==> config.mk <==
export PLATFORM = sky130hd
export DESIGN_NAME = spi_cmos_link
export DESIGN_NICKNAME = d
export VERILOG_FILES = /design/src/rtl/spi_cmos_pkg.sv /design/src/rtl/spi_cmos_fifo.sv /design/src/rtl/spi_cmos_link.sv
export SDC_FILE = /design/constraint.sdc
export NUM_CORES = 1
export LEC_CHECK = 0
export BUFFER_PORTS_ARGS = -buffer_cell sky130_fd_sc_hd__buf_4
export CAP_MARGIN = 20
export CELL_PAD_IN_SITES_DETAIL_PLACEMENT = 0
export CELL_PAD_IN_SITES_GLOBAL_PLACEMENT = 1
export CORE_MARGIN = 3
export CORE_UTILIZATION = 60
export DETAILED_ROUTE_END_ITERATION = 8
export GPL_TIMING_DRIVEN = 0
export PLACE_DENSITY = 0.83
export SETUP_SLACK_MARGIN = 0.2
export SKIP_CTS_REPAIR_TIMING = 1
export SYNTH_ARGS = -nofsm -noshare
export SYNTH_HDL_FRONTEND = slang
export SYNTH_SLANG_ARGS = --single-unit
==> constraint.sdc <==
create_clock -name sys_clk -period 7.6 [get_ports sys_clk]
set_input_delay 1.14 -clock sys_clk [delete_from_list [all_inputs] [get_ports sys_clk]]
set_output_delay 1.14 -clock sys_clk [all_outputs]
set_load 0.01 [all_outputs]
==> src/rtl/spi_cmos_pkg.sv <==
// Shared definitions for the SPI CMOS link: transmit FSM states and
// parameter defaults used by the top level and its FIFO.
package spi_cmos_pkg;

    localparam int unsigned DEF_DATA_WIDTH = 32;
    localparam int unsigned DEF_FIFO_DEPTH = 16;
    localparam int unsigned DEF_CLK_DIV    = 1;
    localparam bit          DEF_CPOL       = 1'b0;
    localparam bit          DEF_LSB_FIRST  = 1'b0;

    typedef enum logic [1:0] {
        ST_IDLE  = 2'd0,
        ST_LOAD  = 2'd1,
        ST_SHIFT = 2'd2,
        ST_GAP   = 2'd3
    } tx_state_e;

endpackage

==> src/rtl/spi_cmos_fifo.sv <==
// Receive word FIFO between the SPI receiver and the SPI transmitter.
// Ports: clk/rst (sync, active-high), push/push_data write side,
// pop/pop_data read side (pop_data shows the head word), count of words
// held, rd_empty/wr_full decoded from count.
// A push while full succeeds only when a pop happens in the same cycle;
// a pop while empty is ignored.
module spi_cmos_fifo #(
    parameter int unsigned DATA_WIDTH = 32,
    parameter int unsigned FIFO_DEPTH = 16
) (
    input  logic                          clk,
    input  logic                          rst,
    input  logic                          push,
    input  logic [DATA_WIDTH-1:0]         push_data,
    input  logic                          pop,
    output logic [DATA_WIDTH-1:0]         pop_data,
    output logic [$clog2(FIFO_DEPTH):0]   count,
    output logic                          rd_empty,
    output logic                          wr_full
);

    localparam int unsigned PTR_W = $clog2(FIFO_DEPTH);
    localparam int unsigned CNT_W = PTR_W + 1;
    localparam logic [CNT_W-1:0] FULL_CNT = CNT_W'(FIFO_DEPTH);

    logic [DATA_WIDTH-1:0] mem [FIFO_DEPTH];
    logic [PTR_W-1:0]      wr_ptr_q, wr_ptr_d;
    logic [PTR_W-1:0]      rd_ptr_q, rd_ptr_d;
    logic [CNT_W-1:0]      count_q, count_d;
    logic                  do_push_c;
    logic                  do_pop_c;

    assign rd_empty = (count_q == '0);
    assign wr_full  = (count_q == FULL_CNT);
    assign count    = count_q;
    assign pop_data = mem[rd_ptr_q];

    // Pointer and occupancy update; pointers wrap naturally at FIFO_DEPTH.
    always_comb begin
        do_push_c = push & (~wr_full | pop);
        do_pop_c  = pop & ~rd_empty;
        wr_ptr_d  = wr_ptr_q;
        rd_ptr_d  = rd_ptr_q;
        count_d   = count_q;
        if (do_push_c) begin
            wr_ptr_d = wr_ptr_q + PTR_W'(1);
        end
        if (do_pop_c) begin
            rd_ptr_d = rd_ptr_q + PTR_W'(1);
        end
        case ({do_push_c, do_pop_c})
            2'b10:   count_d = count_q + CNT_W'(1);
            2'b01:   count_d = count_q - CNT_W'(1);
            default: count_d = count_q;
        endcase
    end

    always_ff @(posedge clk) begin
        if (rst) begin
            wr_ptr_q <= '0;
            rd_ptr_q <= '0;
            count_q  <= '0;
        end else begin
            wr_ptr_q <= wr_ptr_d;
            rd_ptr_q <= rd_ptr_d;
            count_q  <= count_d;
        end
    end

    // Storage is not reset.
    always_ff @(posedge clk) begin
        if (do_push_c) begin
            mem[wr_ptr_q] <= push_data;
        end
    end

endmodule

==> src/rtl/spi_cmos_link.sv <==
// SPI CMOS link: deserialises words from a sampled-data receive port
// (cs_n_in/miso, one bit per sys_clk), buffers them in a FIFO and, on each
// rising edge of ready, drains the FIFO out of an SPI master (mode CPHA=0).
// Ports: sys_clk, sys_rst (sync, active-high); cs_n_in, miso, ready in;
// cs_n_out, sck_out, mosi transmit out; fifo_count, rd_empty, wr_full FIFO
// status; overflow (sticky), frame_err (1-cycle pulse), busy (FSM not idle).
module spi_cmos_link
    import spi_cmos_pkg::*;
#(
    parameter int unsigned DATA_WIDTH = DEF_DATA_WIDTH,
    parameter int unsigned FIFO_DEPTH = DEF_FIFO_DEPTH,
    parameter int unsigned CLK_DIV    = DEF_CLK_DIV,
    parameter bit          CPOL       = DEF_CPOL,
    parameter bit          LSB_FIRST  = DEF_LSB_FIRST
) (
    input  logic                          sys_clk,
    input  logic                          sys_rst,
    input  logic                          cs_n_in,
    input  logic                          miso,
    input  logic                          ready,
    output logic                          cs_n_out,
    output logic                          sck_out,
    output logic                          mosi,
    output logic [$clog2(FIFO_DEPTH):0]   fifo_count,
    output logic                          rd_empty,
    output logic                          wr_full,
    output logic                          overflow,
    output logic                          frame_err,
    output logic                          busy
);

    localparam int unsigned BIT_W = $clog2(DATA_WIDTH);
    localparam int unsigned DIV_W = (CLK_DIV > 1) ? $clog2(CLK_DIV) : 1;
    localparam int unsigned GAP_W = $clog2(2 * CLK_DIV);
    localparam logic [BIT_W-1:0] BIT_LAST = BIT_W'(DATA_WIDTH - 1);
    localparam logic [DIV_W-1:0] DIV_LAST = DIV_W'(CLK_DIV - 1);
    localparam logic [GAP_W-1:0] GAP_LAST = GAP_W'(2 * CLK_DIV - 1);

    // Bit that goes on the wire first for a given word.
    function automatic logic lead_bit(input logic [DATA_WIDTH-1:0] w);
        return LSB_FIRST ? w[0] : w[DATA_WIDTH-1];
    endfunction

    // Receiver state
    logic [DATA_WIDTH-1:0] rx_sr_q, rx_sr_d;
    logic [BIT_W-1:0]      rx_cnt_q, rx_cnt_d;
    logic                  rx_push_c;
    logic                  frame_err_q, frame_err_d;
    logic                  overflow_q, overflow_d;

    // Transmitter state
    tx_state_e             state_q, state_d;
    logic [DATA_WIDTH-1:0] tx_sr_q, tx_sr_d;
    logic [BIT_W-1:0]      tx_bit_q, tx_bit_d;
    logic [DIV_W-1:0]      div_q, div_d;
    logic [GAP_W-1:0]      gap_q, gap_d;
    logic                  sck_q, sck_d;
    logic                  cs_n_q, cs_n_d;
    logic                  mosi_q, mosi_d;
    logic                  busy_q, busy_d;
    logic                  ready_s_q, ready_s_d;
    logic                  ready_h_q, ready_h_d;
    logic                  ready_rise_c;
    logic                  tx_pop_c;
    logic [DATA_WIDTH-1:0] fifo_head;

    spi_cmos_fifo #(
        .DATA_WIDTH (DATA_WIDTH),
        .FIFO_DEPTH (FIFO_DEPTH)
    ) u_fifo (
        .clk       (sys_clk),
        .rst       (sys_rst),
        .push      (rx_push_c),
        .push_data (rx_sr_d),
        .pop       (tx_pop_c),
        .pop_data  (fifo_head),
        .count     (fifo_count),
        .rd_empty  (rd_empty),
        .wr_full   (wr_full)
    );

    // Receiver: shift while selected, push on the last bit, discard a
    // partial word when the frame closes early.
    always_comb begin
        rx_sr_d     = rx_sr_q;
        rx_cnt_d    = rx_cnt_q;
        rx_push_c   = 1'b0;
        frame_err_d = 1'b0;
        if (!cs_n_in) begin
            if (LSB_FIRST) begin
                rx_sr_d = {miso, rx_sr_q[DATA_WIDTH-1:1]};
            end else begin
                rx_sr_d = {rx_sr_q[DATA_WIDTH-2:0], miso};
            end
            if (rx_cnt_q == BIT_LAST) begin
                rx_push_c = 1'b1;
                rx_cnt_d  = '0;
            end else begin
                rx_cnt_d = rx_cnt_q + BIT_W'(1);
            end
        end else if (rx_cnt_q != '0) begin
            rx_cnt_d    = '0;
            frame_err_d = 1'b1;
        end
        overflow_d = overflow_q | (rx_push_c & wr_full & ~tx_pop_c);
    end

    // Transmit FSM. cs_n_out falls on entry to LOAD with the first bit
    // already on mosi, so the inter-frame gap is exactly the GAP state.
    always_comb begin
        state_d      = state_q;
        tx_sr_d      = tx_sr_q;
        tx_bit_d     = tx_bit_q;
        div_d        = div_q;
        gap_d        = gap_q;
        sck_d        = sck_q;
        cs_n_d       = cs_n_q;
        mosi_d       = mosi_q;
        tx_pop_c     = 1'b0;
        ready_s_d    = ready;
        ready_h_d    = ready_s_q;
        ready_rise_c = ready_s_q & ~ready_h_q;
        case (state_q)
            ST_IDLE: begin
                cs_n_d = 1'b1;
                sck_d  = CPOL;
                mosi_d = 1'b0;
                if (ready_rise_c && !rd_empty) begin
                    state_d = ST_LOAD;
                    cs_n_d  = 1'b0;
                    mosi_d  = lead_bit(fifo_head);
                end
            end
            ST_LOAD: begin
                tx_pop_c = 1'b1;
                tx_sr_d  = fifo_head;
                tx_bit_d = '0;
                div_d    = '0;
                state_d  = ST_SHIFT;
            end
            ST_SHIFT: begin
                if (div_q == DIV_LAST) begin
                    div_d = '0;
                    sck_d = ~sck_q;
                    // Leaving the active level is the trailing edge.
                    if (sck_q != CPOL) begin
                        if (tx_bit_q == BIT_LAST) begin
                            state_d = ST_GAP;
                            gap_d   = '0;
                            cs_n_d  = 1'b1;
                            mosi_d  = 1'b0;
                        end else begin
                            tx_bit_d = tx_bit_q + BIT_W'(1);
                            tx_sr_d  = LSB_FIRST ? (tx_sr_q >> 1) : (tx_sr_q << 1);
                            mosi_d   = lead_bit(tx_sr_d);
                        end
                    end
                end else begin
                    div_d = div_q + DIV_W'(1);
                end
            end
            ST_GAP: begin
                if (gap_q == GAP_LAST) begin
                    if (!rd_empty) begin
                        state_d = ST_LOAD;
                        cs_n_d  = 1'b0;
                        mosi_d  = lead_bit(fifo_head);
                    end else begin
                        state_d = ST_IDLE;
                        mosi_d  = 1'b0;
                    end
                end else begin
                    gap_d = gap_q + GAP_W'(1);
                end
            end
            default: state_d = ST_IDLE;
        endcase
        busy_d = (state_d != ST_IDLE);
    end

    always_ff @(posedge sys_clk) begin
        if (sys_rst) begin
            rx_sr_q     <= '0;
            rx_cnt_q    <= '0;
            frame_err_q <= 1'b0;
            overflow_q  <= 1'b0;
            state_q     <= ST_IDLE;
            tx_sr_q     <= '0;
            tx_bit_q    <= '0;
            div_q       <= '0;
            gap_q       <= '0;
            sck_q       <= CPOL;
            cs_n_q      <= 1'b1;
            mosi_q      <= 1'b0;
            busy_q      <= 1'b0;
            ready_s_q   <= 1'b0;
            ready_h_q   <= 1'b0;
        end else begin
            rx_sr_q     <= rx_sr_d;
            rx_cnt_q    <= rx_cnt_d;
            frame_err_q <= frame_err_d;
            overflow_q  <= overflow_d;
            state_q     <= state_d;
            tx_sr_q     <= tx_sr_d;
            tx_bit_q    <= tx_bit_d;
            div_q       <= div_d;
            gap_q       <= gap_d;
            sck_q       <= sck_d;
            cs_n_q      <= cs_n_d;
            mosi_q      <= mosi_d;
            busy_q      <= busy_d;
            ready_s_q   <= ready_s_d;
            ready_h_q   <= ready_h_d;
        end
    end

    assign cs_n_out  = cs_n_q;
    assign sck_out   = sck_q;
    assign mosi      = mosi_q;
    assign busy      = busy_q;
    assign overflow  = overflow_q;
    assign frame_err = frame_err_q;

endmodule

==> metrics.md <==
| Metric | Value |
|---|---|
| Outcome | completed |
| Setup Skew | 0.0207 ns |
| Cells after DPL | 1837 |
| Core box area | 39200 sq um |
| Final hold violations | 0 |
| Final core utilization | 70.1% |
| Die Y | 207 um |
| DP Wirelength | 35300 um |
| Detailed-route via count | 12600 |
| Synth area leader | edfxtp_1 |
| Top cell type's share of synthesized area | 63.7% |
| H-Tree Depth | 2 |
| Synth Register Bits | 613 |
| GPL Wtd Cong | 0.804 |
| Crit path kind | reg -> reg |
| Worst setup EP type | flip-flop |
| CP Launch Type | flip-flop |
| Clock transition at path regs | 0.06 ns |
| Synthesized cell area | 24200 sq um |
| Total CTS buffers | 59 |
| Initial antenna violation count | 0 |
| Static leakage | 8.72 nW |
| Vias in the first global route | 12700 |
| # fillers | 2419 |
| Synthesized area per cell | 19.0 sq um |
| WHS Path Cells | 1 |
| Yosys warns | 0 |
| Finished Layout Cells | 1947 |
| I/O Buffers | 16 |
| CP Data Required Time | 7.91 ns |
| GR Util All Layers | 27.3% |
| CTS Sinks | 613 |
| Top post-synthesis cells by count | edfxtp_1, mux4_2, dfxtp_1, mux2_2, nor2_1 |
| Routed Antenna Nets | 0 |
| First-pass GRT wire length | 83200 um |
| Final Net Count | 1399 |
| Post-route DRC | 0 |
| Row count | 72 |
| Crit-path max FO | 9 |
| I/O pin count | 18 |
| Top-count cell post-synth | edfxtp_1 |
| Initial core utilization | 61.6% |
| Worst Path Arrival | 4.03 ns |
| Root buffer cell | clkbuf_16 |
| Largest net degree at the start of global routing | 23 |
| Share of cells above drive strength 1 | 30.6% |
| Die width | 207 um |
| Drt pass-1 iters | 6 |
| Max stage delay cell, worst path | nor3_2 |
| Drt total wl | 56200 um |
| Post-synth EDFFs | 512 |
| Die area | 42700 sq um |
| 1st-iter DRT viols | 1751 |
| Clock Path Buffers | 3 |
| Vias per cell | 6.49 |
| Worst vdd ir | 0.000215 V |
| Routed len/inst | 28.9 um |
| Total power | 6.59 mW |
| Synth Net Count | 1292 |
| Top cells by area, synth | edfxtp_1, mux4_2, dfxtp_1, mux2_2, a2111oi_2 |
| Max-slew headroom | 21.8% |
| Slew @ Worst Pin | 1.17 ns |
| Antenna Cells | 0 |
| Fmax | 269 MHz |
| RSZ-0062 raised after global routing | no |
| Slowest stage delay, CP | 0.84 ns |
| Final cycle utilization of the critical path | 48.9% |
| Worst r2r path cells | 10 |
| Post-synthesis sequential area ratio | 72.0% |
| Worst Hold Class | reg -> reg |
| Final setup vio count | 0 |
| Cell count after synthesis | 1273 |
| Post-route minimum period | 3.71 ns |
| Cell Pwr Density | 240 nW/um^2 |
| Area Growth Syn to Fin | 13.8% |
| Clk Latency, worst-skew pair | 0.61 ns |
| Distinct cells, synth | 52 |
| Maximum Capacitance Violations | 0 |
| Asr flop ratio synth | 0% |
| CTS tree | done |
| Total grt overflow | 0 |
| Prevailing post-synth register cell | edfxtp_1 |
| Worst path cell trace | ha_1, and3_1, ha_1, nand2b_1, a31oi_2, nand2_1, nor3_2, buf_8, buf_6, buf_6 |
| Max Slew Vio Count | 0 |
==> worst max-delay path, delay by kind of cell (launching register included) <==
family / cells / cell delay, ns
compound gates: 1 / 0.44
simple gates: 4 / 1.49
fa+ha+maj: 2 / 0.46
flops: 1 / 0.40
buf+inv: 3 / 0.60
==> final cells by class <==
cell class,instances,area [sq um],share of cell area (%)
Clock inverter,41,417,1.52
Buffer,80,459,1.67
Clock buffer,69,1550,5.62
Inverter,9,33.8,0.123
Tap cell,518,648,2.36
Multi-Input combinational cell,571,6370,23.2
Sequential cell,613,17400,63.3
Timing Repair Buffer,46,611,2.22
==> final timing paths <==
kind                     from               end  slack [ns]
setup / recovery  rx_cnt_q[0]  u_fifo.mem[0][5]        3.89
hold / removal      ready_h_d         ready_h_q        0.46
setup reg to reg  rx_cnt_q[0]  u_fifo.mem[0][5]        3.89
hold reg to reg     ready_h_d         ready_h_q        0.46
==> per-layer routing <==
| layer | wire length, um | global-route usage, % | part of all wire [%] |
|---|---|---|---|
| met5 | 0 | 0 | 0 |
| met2 | 26600 | 42.5 | 47 |
| met3 | 4790 | 5.32 | 8.5 |
| met4 | 2010 | 9.60 | 3.6 |
| met1 | 22800 | 39.5 | 41 |
==> state kept, by name (all words and copies together), names as in the netlist, named ones only <==
| register | count |
|---|---|
| ready_h_d | 1 |
| frame_err | 1 |
| tx_sr_q | 31 |
| tx_bit_q | 5 |
| u_fifo.wr_ptr_q | 4 |
| state_q | 2 |
| u_fifo.count | 5 |
| sck_out | 1 |
| ready_h_q | 1 |
| cs_n_out | 1 |
| gap_q | 1 |
| rx_sr_q | 32 |
| busy | 1 |
| u_fifo.rd_ptr_q | 4 |
| rx_cnt_q | 5 |
| u_fifo.mem | 512 |
| overflow | 1 |
| mosi | 1 |
==> metrics by stage <==
step / cell area, sq um / setup TNS (ns) / hold slack [ns] / setup WS [ns]
finish: 27500 / 0 / 0.463 / 3.89
global route: 27500 / 0 / 0.469 / 3.65
CTS: 27500 / 0 / 0.465 / 3.88
detailed placement: 25500 / 0 / 0.455 / 3.55
global placement: 24900 / -40.68 / 0.449 / -0.352
floorplan: 24200 / 0 / 0.430 / 3.11
==> cell families after synthesis <==
logic type | synth area share (%)
compound gates | 4.60
buf+inv | 2.04
simple gates | 3.66
flops | 72.0
mux | 16.5
xor+xnor | 0.435
fa+ha+maj | 0.725
==> placed cells by master, fill, tap and decap left out, types with 18 or more instances in the layout <==
| cell type | count |
|---|---|
| nor2_1 | 58 |
| clkbuf_16 | 60 |
| edfxtp_1 | 512 |
| mux4_2 | 123 |
| mux2_2 | 93 |
| buf_6 | 26 |
| buf_2 | 18 |
| dfxtp_1 | 101 |
| a21oi_1 | 22 |
| nor2b_1 | 38 |
| o22ai_1 | 59 |
| a2111oi_2 | 25 |
| buf_4 | 21 |
| nand2_1 | 20 |
| clkbuf_1 | 42 |
==> report_power, final <==
group	total [mW]	switching, mW	internal [mW]	leakage (nW)
logic	0.0357	0.0262	0.00959	2.25
registers	3.60	0.00151	3.59	5.51
clock network	2.95	1.23	1.72	0.966
No activity file was read; power rests on OpenSTA's default activity.
